===== src/rtl/rsa_job_sched.sv =====
// rtl/rsa_job_sched.sv - job/result FIFO scheduler around an external modexp unit
// Optional RUN-cycle watchdog (sets sticky err): define RSA_SCHED_TIMEOUT_EN.
module rsa_job_sched #(
  parameter int WIDTH   = 8,
  parameter int DEPTH   = 4,
  parameter int TIMEOUT = 255
) (
  input  logic             clk,
  input  logic             rst_n,
  input  logic             clear,
  input  logic [WIDTH-1:0] job_data,
  input  logic             job_vld,
  output logic             job_rdy,
  output logic [WIDTH-1:0] res_data,
  output logic             res_vld,
  input  logic             res_rdy,
  output logic [WIDTH-1:0] rsa_m,
  output logic             rsa_rstb,
  output logic             rsa_en,
  input  logic             rsa_eoc,
  input  logic [WIDTH-1:0] rsa_c,
  output logic             busy,
  output logic             irq,
  output logic             err
);

  localparam int AW = $clog2(DEPTH);
  localparam logic [AW:0]   CNT_FULL = (AW+1)'(DEPTH);
  localparam logic [AW:0]   CNT_ONE  = (AW+1)'(1);
  localparam logic [AW-1:0] PTR_ONE  = AW'(1);

  localparam logic [1:0] ST_IDLE  = 2'd0;
  localparam logic [1:0] ST_LOAD  = 2'd1;
  localparam logic [1:0] ST_RUN   = 2'd2;
  localparam logic [1:0] ST_STORE = 2'd3;

  if (DEPTH < 2 || (DEPTH & (DEPTH - 1)) != 0 || TIMEOUT < 1) begin : g_bad_params
    $error("rsa_job_sched: DEPTH must be a power of two >= 2 and TIMEOUT >= 1");
  end

  logic [1:0]       state_q, state_d;
  logic [WIDTH-1:0] rsa_m_q, m_d;
  logic [WIDTH-1:0] c_q, c_d;
  logic             rsa_en_q, rsa_rstb_q, irq_q;
  logic             res_wr, job_pop;

  // Job FIFO
  logic [WIDTH-1:0] job_mem_q [DEPTH];
  logic [AW-1:0]    job_wr_q, job_rd_q;
  logic [AW:0]      job_cnt_q;
  logic             job_full, job_empty, job_push;

  assign job_full  = (job_cnt_q == CNT_FULL);
  assign job_empty = (job_cnt_q == '0);
  assign job_rdy   = !job_full;
  assign job_push  = job_vld && !job_full && !clear;

  always_ff @(posedge clk) begin
    if (job_push) begin
      job_mem_q[job_wr_q] <= job_data;
    end
  end

  always_ff @(posedge clk or negedge rst_n) begin
    if (!rst_n) begin
      job_wr_q  <= '0;
      job_rd_q  <= '0;
      job_cnt_q <= '0;
    end else if (clear) begin
      job_wr_q  <= '0;
      job_rd_q  <= '0;
      job_cnt_q <= '0;
    end else begin
      if (job_push) job_wr_q <= job_wr_q + PTR_ONE;
      if (job_pop)  job_rd_q <= job_rd_q + PTR_ONE;
      case ({job_push, job_pop})
        2'b10:   job_cnt_q <= job_cnt_q + CNT_ONE;
        2'b01:   job_cnt_q <= job_cnt_q - CNT_ONE;
        default: job_cnt_q <= job_cnt_q;
      endcase
    end
  end

  // Result FIFO; fullness is judged on the registered count, so a pop never frees room for a same-cycle write
  logic [WIDTH-1:0] res_mem_q [DEPTH];
  logic [AW-1:0]    res_wr_q, res_rd_q;
  logic [AW:0]      res_cnt_q;
  logic             res_full, res_empty, res_pop;

  assign res_full  = (res_cnt_q == CNT_FULL);
  assign res_empty = (res_cnt_q == '0);
  assign res_vld   = !res_empty;
  assign res_pop   = res_vld && res_rdy && !clear;
  assign res_data  = res_empty ? '0 : res_mem_q[res_rd_q];

  always_ff @(posedge clk) begin
    if (res_wr) begin
      res_mem_q[res_wr_q] <= c_q;
    end
  end

  always_ff @(posedge clk or negedge rst_n) begin
    if (!rst_n) begin
      res_wr_q  <= '0;
      res_rd_q  <= '0;
      res_cnt_q <= '0;
    end else if (clear) begin
      res_wr_q  <= '0;
      res_rd_q  <= '0;
      res_cnt_q <= '0;
    end else begin
      if (res_wr)  res_wr_q <= res_wr_q + PTR_ONE;
      if (res_pop) res_rd_q <= res_rd_q + PTR_ONE;
      case ({res_wr, res_pop})
        2'b10:   res_cnt_q <= res_cnt_q + CNT_ONE;
        2'b01:   res_cnt_q <= res_cnt_q - CNT_ONE;
        default: res_cnt_q <= res_cnt_q;
      endcase
    end
  end

`ifdef RSA_SCHED_TIMEOUT_EN
  localparam int TW = $clog2(TIMEOUT + 1);
  localparam logic [TW-1:0] TMO_LAST = TW'(TIMEOUT - 1);
  localparam logic [TW-1:0] TMO_ONE  = TW'(1);
  logic [TW-1:0] tmo_q, tmo_d;
  logic          err_q, err_d;
`endif

  always_comb begin
    state_d = state_q;
    m_d     = rsa_m_q;
    c_d     = c_q;
    res_wr  = 1'b0;
    job_pop = 1'b0;
`ifdef RSA_SCHED_TIMEOUT_EN
    tmo_d   = tmo_q;
    err_d   = err_q;
`endif
    case (state_q)
      ST_IDLE: begin
        if (!job_empty) begin
          job_pop = 1'b1;
          m_d     = job_mem_q[job_rd_q];
          state_d = ST_LOAD;
        end
      end
      ST_LOAD: begin
        state_d = ST_RUN;
`ifdef RSA_SCHED_TIMEOUT_EN
        tmo_d   = '0;
`endif
      end
      ST_RUN: begin
        if (rsa_eoc) begin
          c_d     = rsa_c;
          state_d = ST_STORE;
        end
`ifdef RSA_SCHED_TIMEOUT_EN
        else if (tmo_q == TMO_LAST) begin
          err_d   = 1'b1;
          state_d = ST_IDLE;
        end else begin
          tmo_d   = tmo_q + TMO_ONE;
        end
`endif
      end
      ST_STORE: begin
        if (!res_full) begin
          res_wr  = 1'b1;
          state_d = ST_IDLE;
        end
      end
      default: state_d = ST_IDLE;
    endcase
    if (clear) begin
      state_d = ST_IDLE;
      m_d     = rsa_m_q;
      res_wr  = 1'b0;
      job_pop = 1'b0;
`ifdef RSA_SCHED_TIMEOUT_EN
      err_d   = 1'b0;
`endif
    end
  end

  // Unit controls are registered from the next state so they line up with state_q
  always_ff @(posedge clk or negedge rst_n) begin
    if (!rst_n) begin
      state_q    <= ST_IDLE;
      rsa_m_q    <= '0;
      c_q        <= '0;
      rsa_en_q   <= 1'b0;
      rsa_rstb_q <= 1'b0;
      irq_q      <= 1'b0;
    end else begin
      state_q    <= state_d;
      rsa_m_q    <= m_d;
      c_q        <= c_d;
      rsa_en_q   <= (state_d == ST_RUN);
      rsa_rstb_q <= (state_d != ST_LOAD);
      irq_q      <= res_wr;
    end
  end

`ifdef RSA_SCHED_TIMEOUT_EN
  always_ff @(posedge clk or negedge rst_n) begin
    if (!rst_n) begin
      tmo_q <= '0;
      err_q <= 1'b0;
    end else begin
      tmo_q <= tmo_d;
      err_q <= err_d;
    end
  end
  assign err = err_q;
`else
  assign err = 1'b0;
`endif

  assign rsa_m    = rsa_m_q;
  assign rsa_en   = rsa_en_q;
  assign rsa_rstb = rsa_rstb_q;
  assign irq      = irq_q;
  assign busy     = (state_q != ST_IDLE);

endmodule


===== config.mk =====
export PLATFORM = sky130hd
export DESIGN_NAME = rsa_job_sched
export DESIGN_NICKNAME = d
export VERILOG_FILES = /design/src/rtl/rsa_job_sched.sv
export SDC_FILE = /design/constraint.sdc
export NUM_CORES = 1
export LEC_CHECK = 0
export BUFFER_PORTS_ARGS = -buffer_cell sky130_fd_sc_hd__buf_2
export CAP_MARGIN = 0
export CORE_MARGIN = 5
export CORE_UTILIZATION = 58
export CTS_CLUSTER_SIZE = 25
export DETAILED_ROUTE_END_ITERATION = 10
export PLACE_DENSITY = 0.78
export SYNTH_ARGS = -nofsm -noshare
export SYNTH_HDL_FRONTEND = slang
export SYNTH_SLANG_ARGS = --single-unit

===== constraint.sdc =====
create_clock -name clk -period 4.1 [get_ports clk]
set_clock_uncertainty 0.15 [all_clocks]
set_input_delay 0.205 -clock clk [delete_from_list [all_inputs] [get_ports clk]]
set_output_delay 0.205 -clock clk [all_outputs]
set_load 0.05 [all_outputs]

=== Yosys cells after proc, flatten, opt, wreduce, memory -nomap -nowiden ===
Memory sizes are Yosys's and may differ from the RTL's. A register that Yosys moved wholly into a read port is not among the register bits.
Index checks and enable logic that the tools add are counted.

* Register bits: 27
* Memory bits (writable): 64
* Logic and storage cells: 82
* Memories: 2

* Equality and inequality tests: 11
* Bitwise logic cells: 2
* Mux-type cells: 28
* Add/sub/neg operators: 8
* Reductions and logical operators: 20

{| class="wikitable"
|+ Memories
! name !! words !! width !! read ports !! clocked after Yosys merged registers in !! write ports !! RTL line !! source
|-
| job_mem_q || 4 || 8 || 1 || 1 || 1 || 48 || <nowiki>logic [WIDTH-1:0] job_mem_q [DEPTH];</nowiki>
|-
| res_mem_q || 4 || 8 || 1 || 0 || 1 || 85 || <nowiki>logic [WIDTH-1:0] res_mem_q [DEPTH];</nowiki>
|}

{| class="wikitable"
|+ Operators with widths
! cell !! number
|-
| 2-bit 2-to-1 mux || 12
|-
| 3-bit case mux with 2 select lines || 2
|-
| 2-bit equality test, second input constant || 5
|-
| 1-bit 2-to-1 mux || 10
|-
| 2-bit nonzero test || 5
|-
| 2-bit by 1-bit adder with 2-bit output, second input constant || 4
|-
| 8-bit 2-to-1 mux || 1
|-
| 2-bit case mux with 4 select lines || 1
|-
| 3-bit by 1-bit adder with 3-bit output, second input constant || 2
|-
| 2-bit by 1-bit equality test with 1-bit output, second input constant || 3
|-
| 3-bit equality test, second input constant || 2
|-
| 3-bit logical NOT || 2
|-
| 3-bit 2-to-1 mux || 2
|-
| 3-bit nonzero test || 2
|-
| 3-bit by 1-bit subtractor with 3-bit output, second input constant || 2
|-
| 1-bit logical AND || 4
|-
| 1-bit logical NOT || 4
|-
| 3-bit AND reduction || 1
|-
| 2-bit logical NOT || 1
|-
| 2-bit by 1-bit inequality test with 1-bit output, second input constant || 1
|-
| 1-bit NOT || 2
|-
| 2-bit AND reduction || 1
|}

=== Depth between registers and ports, before layout ===
Gate-level depths: netlist of run 1.

* Depth in word-level cells: 7
* Depth in mapped cells: 9
* Mapped depth without buffers: 8

=== Worst setup path before layout of run 1 ===
OpenSTA, ideal clock, no wires.

* Path type: register to register
* Start point: reg state_q[0]
* End point: reg job_cnt_q[2]
* Buffers on the path: 1
* Library setup time: 0.082 ns
* Path slack: 1.525 ns
* Cell stages (with the launch flop): 10
* Clock period less this slack: 2.575 ns
* Arrival: 2.343 ns
* Cell sequence: dfrtp_1 -> nor2_4 -> inv_2 -> or3_4 -> buf_6 -> a21oi_1 -> fa_1 -> or4_1 -> a21o_1 -> a31oi_1

* Cells in the longest elaborated chain, start to end: 6
* Elaborated cells on any way between the ends: 8

{| class="wikitable"
|+ Ends and longest elaborated chain
! item !! RTL line !! source
|-
| start: declaration || 41 || <nowiki>logic [1:0] state_q, state_d;</nowiki>
|-
| start signal: assignment || 197 || <nowiki>state_q <= state_d;</nowiki>
|-
| 2-bit logical NOT * || 140 || <nowiki>case (state_q)</nowiki>
|-
| 1-bit 2-to-1 mux * || 140 ||
|-
| 1-bit 2-to-1 mux * || 176 || <nowiki>if (clear) begin</nowiki>
|-
| 2-bit by 1-bit equality test with 1-bit output / 2-bit equality test (equally long branches) || 76 || <nowiki>case ({job_push, job_pop})</nowiki>
|-
| 3-bit case mux with 2 select lines || 76 ||
|-
| 3-bit 2-to-1 mux || 69 || <nowiki>end else if (clear) begin</nowiki>
|-
| end signal: assignment || 77 || <nowiki>2'b10: job_cnt_q <= job_cnt_q + CNT_ONE;</nowiki>
|-
| end signal: assignment || 78 || <nowiki>2'b01: job_cnt_q <= job_cnt_q - CNT_ONE;</nowiki>
|-
| end signal: assignment || 79 || <nowiki>default: job_cnt_q <= job_cnt_q;</nowiki>
|-
| end: declaration || 50 || <nowiki>logic [AW:0] job_cnt_q;</nowiki>
|}

Every way passes the cells marked *; elsewhere a longest branch is shown, timed or not.
A chain may end at the register's enable or synchronous reset.

=== Worst setup path in the final report of run 1 ===
* Start point: reg job_cnt_q[0]
* End point: reg job_cnt_q[2]

* Cells in the longest elaborated chain, start to end: 7
* Elaborated cells on any way between the ends: 15

{| class="wikitable"
|+ Ends and longest elaborated chain
! item !! RTL line
|-
| 3-bit logical NOT / 3-bit equality test (equally long branches) || 54, 53
|-
| 1-bit 2-to-1 mux / 1-bit logical NOT (equally long branches) || 142, 56
|-
| 1-bit 2-to-1 mux / 1-bit logical AND (equally long branches) || 140, 56
|-
| 1-bit 2-to-1 mux / 1-bit logical AND (equally long branches) || 176, 56
|-
| 2-bit by 1-bit equality test with 1-bit output / 2-bit equality test (equally long branches) || 76
|-
| 3-bit case mux with 2 select lines || 76
|-
| 3-bit 2-to-1 mux || 69
|}

Parallel ways exist; a longest one is shown, timed or not.

==> metrics.sh, run 1 <==
ARRIVAL_PS=2840
FINAL_NET_COUNT=345
BUFFER_PORTS.INSERTED=43
CORE.ROWCOUNT=31
SYNTH_FLOP_CELL='edfxtp_1'
LARGEST_NET_DEGREE_AT_THE_START_OF_GLOBAL_ROUTING=36
SYNTHTOPCELLSBYCOUNT='64 x edfxtp_1, 35 x dfrtp_1, 16 x mux4_2, 10 x mux2_2, 10 x nor2b_1'
POWER_FRAC_SEQ=0.458
POST_LAYOUT_NONFILLER_INSTANCES=417
TRITONCTS_NUM_SINKS=99
PATH_CLK_SLEW_PS=100
AREA_OF_ALL_PLACED_CELLS_WITHOUT_FILLERS_UM2=4850
POWER_PER_CELL_AREA_nW_PER_UM2=647
CORE_UM2=7140
FRACTION_OF_POST_SYNTHESIS_CELL_AREA_IN_THE_TOP_CELL_TYPE_BY_AREA=0.460
PART_OF_THE_TOTAL_POWER_DISSIPATED_IN_THE_CLOCK_NETWORK=0.196
GR-USAGE-ALL-LAYERS=0.172
TRITONCTS='done'
SHARE_OF_POST_ROUTE_CELLS_WITH_DRIVE_STRENGTH_ABOVE_1=0.314
OVERALL_ROUTED_NET_LENGTH_UM=6970
N_ANTENNA_CELL=0
HP-CLASS='primary input to flop'
GRT_REMAINING_OVERFLOW=0
PATH_MAX_FANOUT=11
SYNTHESIS.YOSYS.WARNINGS=0
RSZ0062_AT_GRT='no'
HOLD_WS_PS=23.7
MAX_CAP_VIOLS=0
CLOCK_INSERTION_DELAY_WORST_SKEW_PS=370
WORST_PIN_SLEW_PS=837
SYN_AREA_UM2=4180
AREA_GROWTH_PCT=15.9
FILLERS=537
FINALWORSTSETUPSLACK_PS=1400
NUMBER_OF_GATES_RESIZED_AFTER_CTS=0
SYNTH_TOP_AREA_CELL='edfxtp_1'
MAX_SLEW_MARGIN=0.442
TIMING_HOLD_VIOLATIONS_FINAL=0
DR.PASS1.ITERS=4
CTS_POST_SETUP_BUFFERS_INSERTED=0
SETUP.WORST_PATH.START_CLASS='flop'
TIMING.SETUP.TNS_PS=0
ACHIEVABLE-FREQUENCY_GHz=0.371
VIAS_PER_CELL=5.31
SYNTHARSTFLOPSHARE=0.354
HALF_PERIMETER_WIRE_LENGTH_OF_THE_DETAILED_PLACEMENT_RESULT_UM=4610
FINALCRITPERIODSHARE=0.658
FP.DIEH_UM=94.9
TOP_LEVEL_PORTS=45
FINAL_PERIOD_MINUS_WORST_SETUP_SLACK_PS=2700
SYNTH_FP_NETS=283
TOTAL_DIE_AREA_UM2=9010
PATH_CELLS='nor3_1 -> or3_4 -> a21oi_1 -> fa_1 -> or4_1 -> a21o_1 -> a31oi_1'
P_SWITCHING_mW=1.21
SYNTH_AREA_PER_CELL_UM2=16.7
YS_FF_LATCH=99
DETAIL-ROUTE-ANTENNA-NETS=0
PLACED_CELLS_INCL_TAPS=384
TIMING_WORST_SETUP_PATH_TYPE='flop to flop'
DESIGN_POWER_TOTAL_mW=3.13
CRITICAL_PATH_S_LARGEST_STAGE_DELAY_PS=540
UTILIZATION=0.679
SYN-INSTANCE-COUNT=251
BUFFER_CELL_DRIVING_THE_CLOCK_TREE_ROOT='clkbuf_8'
YS_SEQ_AREA_FRAC=0.669
VIAS=2213
P_INT_mW=1.93
CRITICAL_PATH_TOP_DELAY_CELL='or4_1'
OUTCOME='finished clean'
PLACE_AREA_UM2=4480
FINALSETUPVIOLATIONS=0
VDD_DROP_MAX_V=0.000375
CTS_BUFFERS=9
SYNTH.AREA.TOP_CELLS='edfxtp_1 46%, dfrtp_1 21%, mux4_2 8.6%, mux2_4 2.9%, mux2_2 2.7%'
INITIAL_CORE_UTILIZATION=0.586
REMAINING_DRC_ERRORS=0
VIA_COUNT_OF_THE_FIRST_GLOBAL_ROUTING_PASS=2348
GRT_FIRST_PASS_WIRELENGTH_UM=11600
SYNTH_ENABLE_FLOP_CELLS=64
DIE_X_UM=94.9
COUNT_OF_DIFFERENT_CELL_MASTERS_AFTER_SYNTHESIS=47
CTS-ROOT-TO-SINK-BUFFERS=2
GP_CONGESTION=0.740
WORSTSETUPENDPOINTTYPE='flop'
SWITCHING_SHARE=0.385
CTS_HTREE_LEVELS=3
PRE_CTS_WS_PS=1400
TIMING.FINAL.MAX_SLEW_VIOLATIONS=0
SYNTH_MOST_COMMON_CELL='edfxtp_1'
ITER_0_DRT_VIOLATIONS=129
HOLDBUFCOUNTCTS=17
LEAKAGE_nW=1.88
ANTENNA_VIOLATIONS_BEFORE_REPAIR=0
ROUTED_WIRE_LENGTH_PER_INSTANCE_UM=16.7
COMB_POWER_SHARE=0.345
REQUIRED_PS=4240
==> cell usage in the layout (no fill, tap or decap), types with 2 or more instances in the layout <==
cell and count:
nand3b_1 3, edfxtp_1 64, nor3b_1 2, xor2_1 2, nand2_1 8, o21ai_0 3
ha_1 8, xnor2_1 7, fa_1 2, buf_2 43, mux2_4 8, nor3_1 7
dfrtp_1 35, mux2_2 10, dlygate4sd3_1 17, nor2_1 9, nand3_1 3, a21oi_1 5
inv_6 2, nand2b_1 3, nor2b_1 10, and2_1 8, mux4_2 16, inv_1 7
inv_8 3, clkbuf_8 9
==> worst max-delay path: cells and delay by family (launching register included) <==
kind | cells | cell delay, ps
AO/OA/AOI/OAI | 3 | 400
adder cells (fa/ha/maj) | 1 | 430
flip-flops | 1 | 470
AND/OR/NAND/NOR | 3 | 1170
==> final timing paths <==
path / start / endpoint / slack, ps / cells past startpoint
setup / recovery: job_cnt_q[0] / job_cnt_q[2] / 1400 / 7
hold / removal: rsa_eoc / rsa_en / 20 / 4
setup reg to reg: job_cnt_q[0] / job_cnt_q[2] / 1400 / 7
hold reg to reg: rsa_m[4] / rsa_m[4] / 380 / 1
max in group asynchronous: rst_n / c_q[5] / 2950 / 2
min in group asynchronous: rst_n / job_cnt_q[2] / 320 / 2
==> power groups by stage <==
stage | clock (mW) | combinational, mW | sequential (mW)
floorplan | 0 | 0.728 | 1.55
global placement | 0 | 1.05 | 1.45
detailed placement | 0 | 1.08 | 1.46
CTS | 0.628 | 1.10 | 1.44
global route | 0.674 | 1.16 | 1.47
finish | 0.615 | 1.08 | 1.44
==> state kept, by name, summed over array words and instances (netlist names) <==
| name | cells |
|---|---|
| job_mem_q | 32 |
| res_mem_q | 32 |
| c_q | 8 |
| rsa_m | 8 |
| job_cnt_q | 3 |
| res_cnt_q | 3 |
| job_rd_q | 2 |
| job_wr_q | 2 |
| res_rd_q | 2 |
| res_wr_q | 2 |
| state_q | 2 |
| irq | 1 |
| rsa_en | 1 |
| rsa_rstb | 1 |
==> layout make-up <==
class	count	area, um2	share of cell area
well taps	99	124	0.0256
clock buffers	9	124	0.0256
inverters	8	30.0	0.00620
flip-flops and latches	99	2800	0.577
repair buffers	61	393	0.0811
clock inverters	7	76.3	0.0158
multi-input cells	134	1300	0.269
==> metal layers <==
metal,share of wire,GRT usage
met1,0.42,0.207
met2,0.54,0.302
met3,0.036,0.0422
met4,0.0089,0.0589
met5,0,0
==> cell families (layout without fill, tap and decap cells) <==
logic type / after synthesis / in the layout / synth area share
XOR/XNOR: 9 / 9 / 0.0189
flip-flops: 99 / 99 / 0.669
adder cells (fa/ha/maj): 10 / 10 / 0.0335
buffers and inverters: 18 / 85 / 0.0197
multiplexers: 35 / 35 / 0.144
other: 1 / 1 / 0.000897
AND/OR/NAND/NOR: 62 / 62 / 0.0868
AO/OA/AOI/OAI: 17 / 17 / 0.0269
Note: power is estimated with default switching activity, not from simulation.
==> run 2, diff against run 1 <==
clock period = 2.8 ns   (was 4.1 ns; I/O delays follow)
==> run 2 against run 1 <==
Net effect:
- via count rose by 2.2%
- largest cell class unchanged
- final area rose by 1.2%
- critical endpoint unchanged
- global-route usage rose by 0.39 points
==> metrics.sh, run 2 (same netlist as run 1, synthesis figures left out) <==
FINAL_PERIOD_MINUS_WORST_SETUP_SLACK_PS=2480
FINAL_NET_COUNT=349
FINALCRITPERIODSHARE=0.884
DIE_X_UM=94.9
GRT_FIRST_PASS_WIRELENGTH_UM=11600
DETAIL-ROUTE-ANTENNA-NETS=0
WORST_PIN_SLEW_PS=833
ACHIEVABLE-FREQUENCY_GHz=0.404
LARGEST_NET_DEGREE_AT_THE_START_OF_GLOBAL_ROUTING=36
VIA_COUNT_OF_THE_FIRST_GLOBAL_ROUTING_PASS=2362
VIAS=2261
AREA_GROWTH_PCT=17.3
FINALSETUPVIOLATIONS=0
WORSTSETUPPATHDEPTH=7
N_ANTENNA_CELL=0
MOSTFREQUENTLAYOUTCELLS='64 x edfxtp_1, 43 x buf_2, 35 x dfrtp_1'
CTS-ROOT-TO-SINK-BUFFERS=2
FP.DIEH_UM=94.9
REGTOREGSETUPSLACK_PS=320
HOLD_WS_PS=62.8
REMAINING_DRC_ERRORS=0
RSZ0062_AT_GRT='no'
TIMING_HOLD_VIOLATIONS_FINAL=0
SETUP.WORST_PATH.START='job_cnt_q[0]'
INITIAL_CORE_UTILIZATION=0.586
MOST_COMMON_LIBRARY_CELL_IN_THE_LAYOUT_IGNORING_FILL_AND_TAPS='edfxtp_1'
CTS_BUFFERS=9
CRITPATHTOPFAMILY='simple AND/OR/NAND/NOR gates'
HALF_PERIMETER_WIRE_LENGTH_OF_THE_DETAILED_PLACEMENT_RESULT_UM=4510
RR_ENDPOINT='job_cnt_q[2]'
HP-CLASS='primary input to flop'
CRIT-REG2REG-LAUNCH='job_cnt_q[0]'
FILLERS=499
WORSTSETUPENDPOINTTYPE='flop'
R2R_CELLS=7
MAX_SLEW_MARGIN=0.445
BUFFER_PORTS.INSERTED=43
TRITONCTS='done'
CLOCK_INSERTION_DELAY_WORST_SKEW_PS=360
GP_CONGESTION=0.726
VDD_DROP_MAX_V=0.000582
POWER_PER_CELL_AREA_nW_PER_UM2=951
SETUP.WORST_PATH.START_CLASS='flop'
CRITICAL_PATH_S_LARGEST_STAGE_DELAY_PS=540
LEAKAGE_nW=1.90
TOP_LEVEL_PORTS=45
TIMING.FINAL.MAX_SLEW_VIOLATIONS=0
TIMING.HOLD.WORST.START='clear'
TIMING_WORST_SETUP_PATH_TYPE='flop to flop'
CORE.ROWCOUNT=31
CRITICAL_PATH_TOP_DELAY_CELL='or4_1'
SHARE_OF_POST_ROUTE_CELLS_WITH_DRIVE_STRENGTH_ABOVE_1=0.317
CORE_UM2=7140
CRITPATHBUFINV=0
TIMING.SETUP.TNS_PS=0
GR-USAGE-ALL-LAYERS=0.176
BUFFER_CELL_DRIVING_THE_CLOCK_TREE_ROOT='clkbuf_8'
TRITONCTS_NUM_SINKS=99
REGISTERS_WITH_THE_MOST_FLIP_FLOPS='job_mem_q: 32 flops, res_mem_q: 32 flops'
ARRIVAL_PS=2620
MAX_CAP_VIOLS=0
NUMBER_OF_GATES_RESIZED_AFTER_CTS=0
CRIT_PATH_END='job_cnt_q[2]'
ANTENNA_VIOLATIONS_BEFORE_REPAIR=0
ROUTED_WIRE_LENGTH_PER_INSTANCE_UM=16.9
OVERALL_ROUTED_NET_LENGTH_UM=7120
DR.PASS1.ITERS=4
PATH_CELLS='nor3_1 -> or3_4 -> a21oi_1 -> fa_1 -> or4_1 -> a21o_1 -> a31oi_1'
HOLDPATHSTAGES=3
CTS_HTREE_LEVELS=3
VIAS_PER_CELL=5.37
OUTCOME='finished clean'
PATH_CLK_SLEW_PS=100
PATH_MAX_FANOUT=8
TOTAL_DIE_AREA_UM2=9010
ITER_0_DRT_VIOLATIONS=78
GRT_REMAINING_OVERFLOW=0
REQUIRED_PS=2940
run 2: worst min-delay path by stage:
stage	end	slack, ps
floorplan	c_q[0]	-310
global placement	job_cnt_q[2]	130
detailed placement	job_cnt_q[0]	150
CTS	state_q[0]	50
global route	res_wr_q[1]	80
finish	state_q[0]	60
run 2: area by class of cell:
| cell class | count | area, um2 | share of cell area |
|---|---|---|---|
| Clock buffer | 9 | 124 | 0.0253 |
| Clock inverter | 7 | 98.8 | 0.0202 |
| Inverter | 8 | 30.0 | 0.00612 |
| Multi-Input combinational cell | 134 | 1300 | 0.265 |
| Sequential cell | 99 | 2800 | 0.571 |
| Tap cell | 99 | 124 | 0.0253 |
| Timing Repair Buffer | 65 | 428 | 0.0873 |
run 2: worst register-to-register path, stage by stage (launching register included):
cell	delay (ps)
dfrtp_1	470
nor3_1	300
or3_4	190
a21oi_1	50
fa_1	430
or4_1	540
a21o_1	190
a31oi_1	110
run 2: timing repair:
action	4_1_cts	5_1_grt
endpoints found under the hold margin	78	0
buffers inserted	0	0
setup endpoints to repair	0	0
hold buffers	19	0
run 2: metal layers:
metal  GRT usage  vias to the layer above  share of wire
met5           0                        -              0
met4      0.0757                        0          0.019
met3      0.0287                       12          0.030
met2       0.303                       42           0.53
met1       0.220                     1146           0.42
li1            -                     1061              -
run 2: through the flow:
stage          power (mW)  utilization  cells  area (um2)  setup slack (ps)
2_1_floorplan        3.34            -    251        4180               225
3_3_place_gp         3.68        0.629    386        4490               376
3_5_place_dp         3.72        0.629    386        4490               350
4_1_cts              4.71        0.687    421        4900               325
5_1_grt              4.90        0.687    421        4900               169
6_report             4.66        0.687    421        4900               325
run 2: report_power, final:
| group | switching (mW) | internal, mW | leakage (nW) |
|---|---|---|---|
| Clock | 0.531 | 0.439 | 0.107 |
| Sequential | 0.248 | 1.85 | 1.02 |
| Combinational | 0.971 | 0.625 | 0.770 |
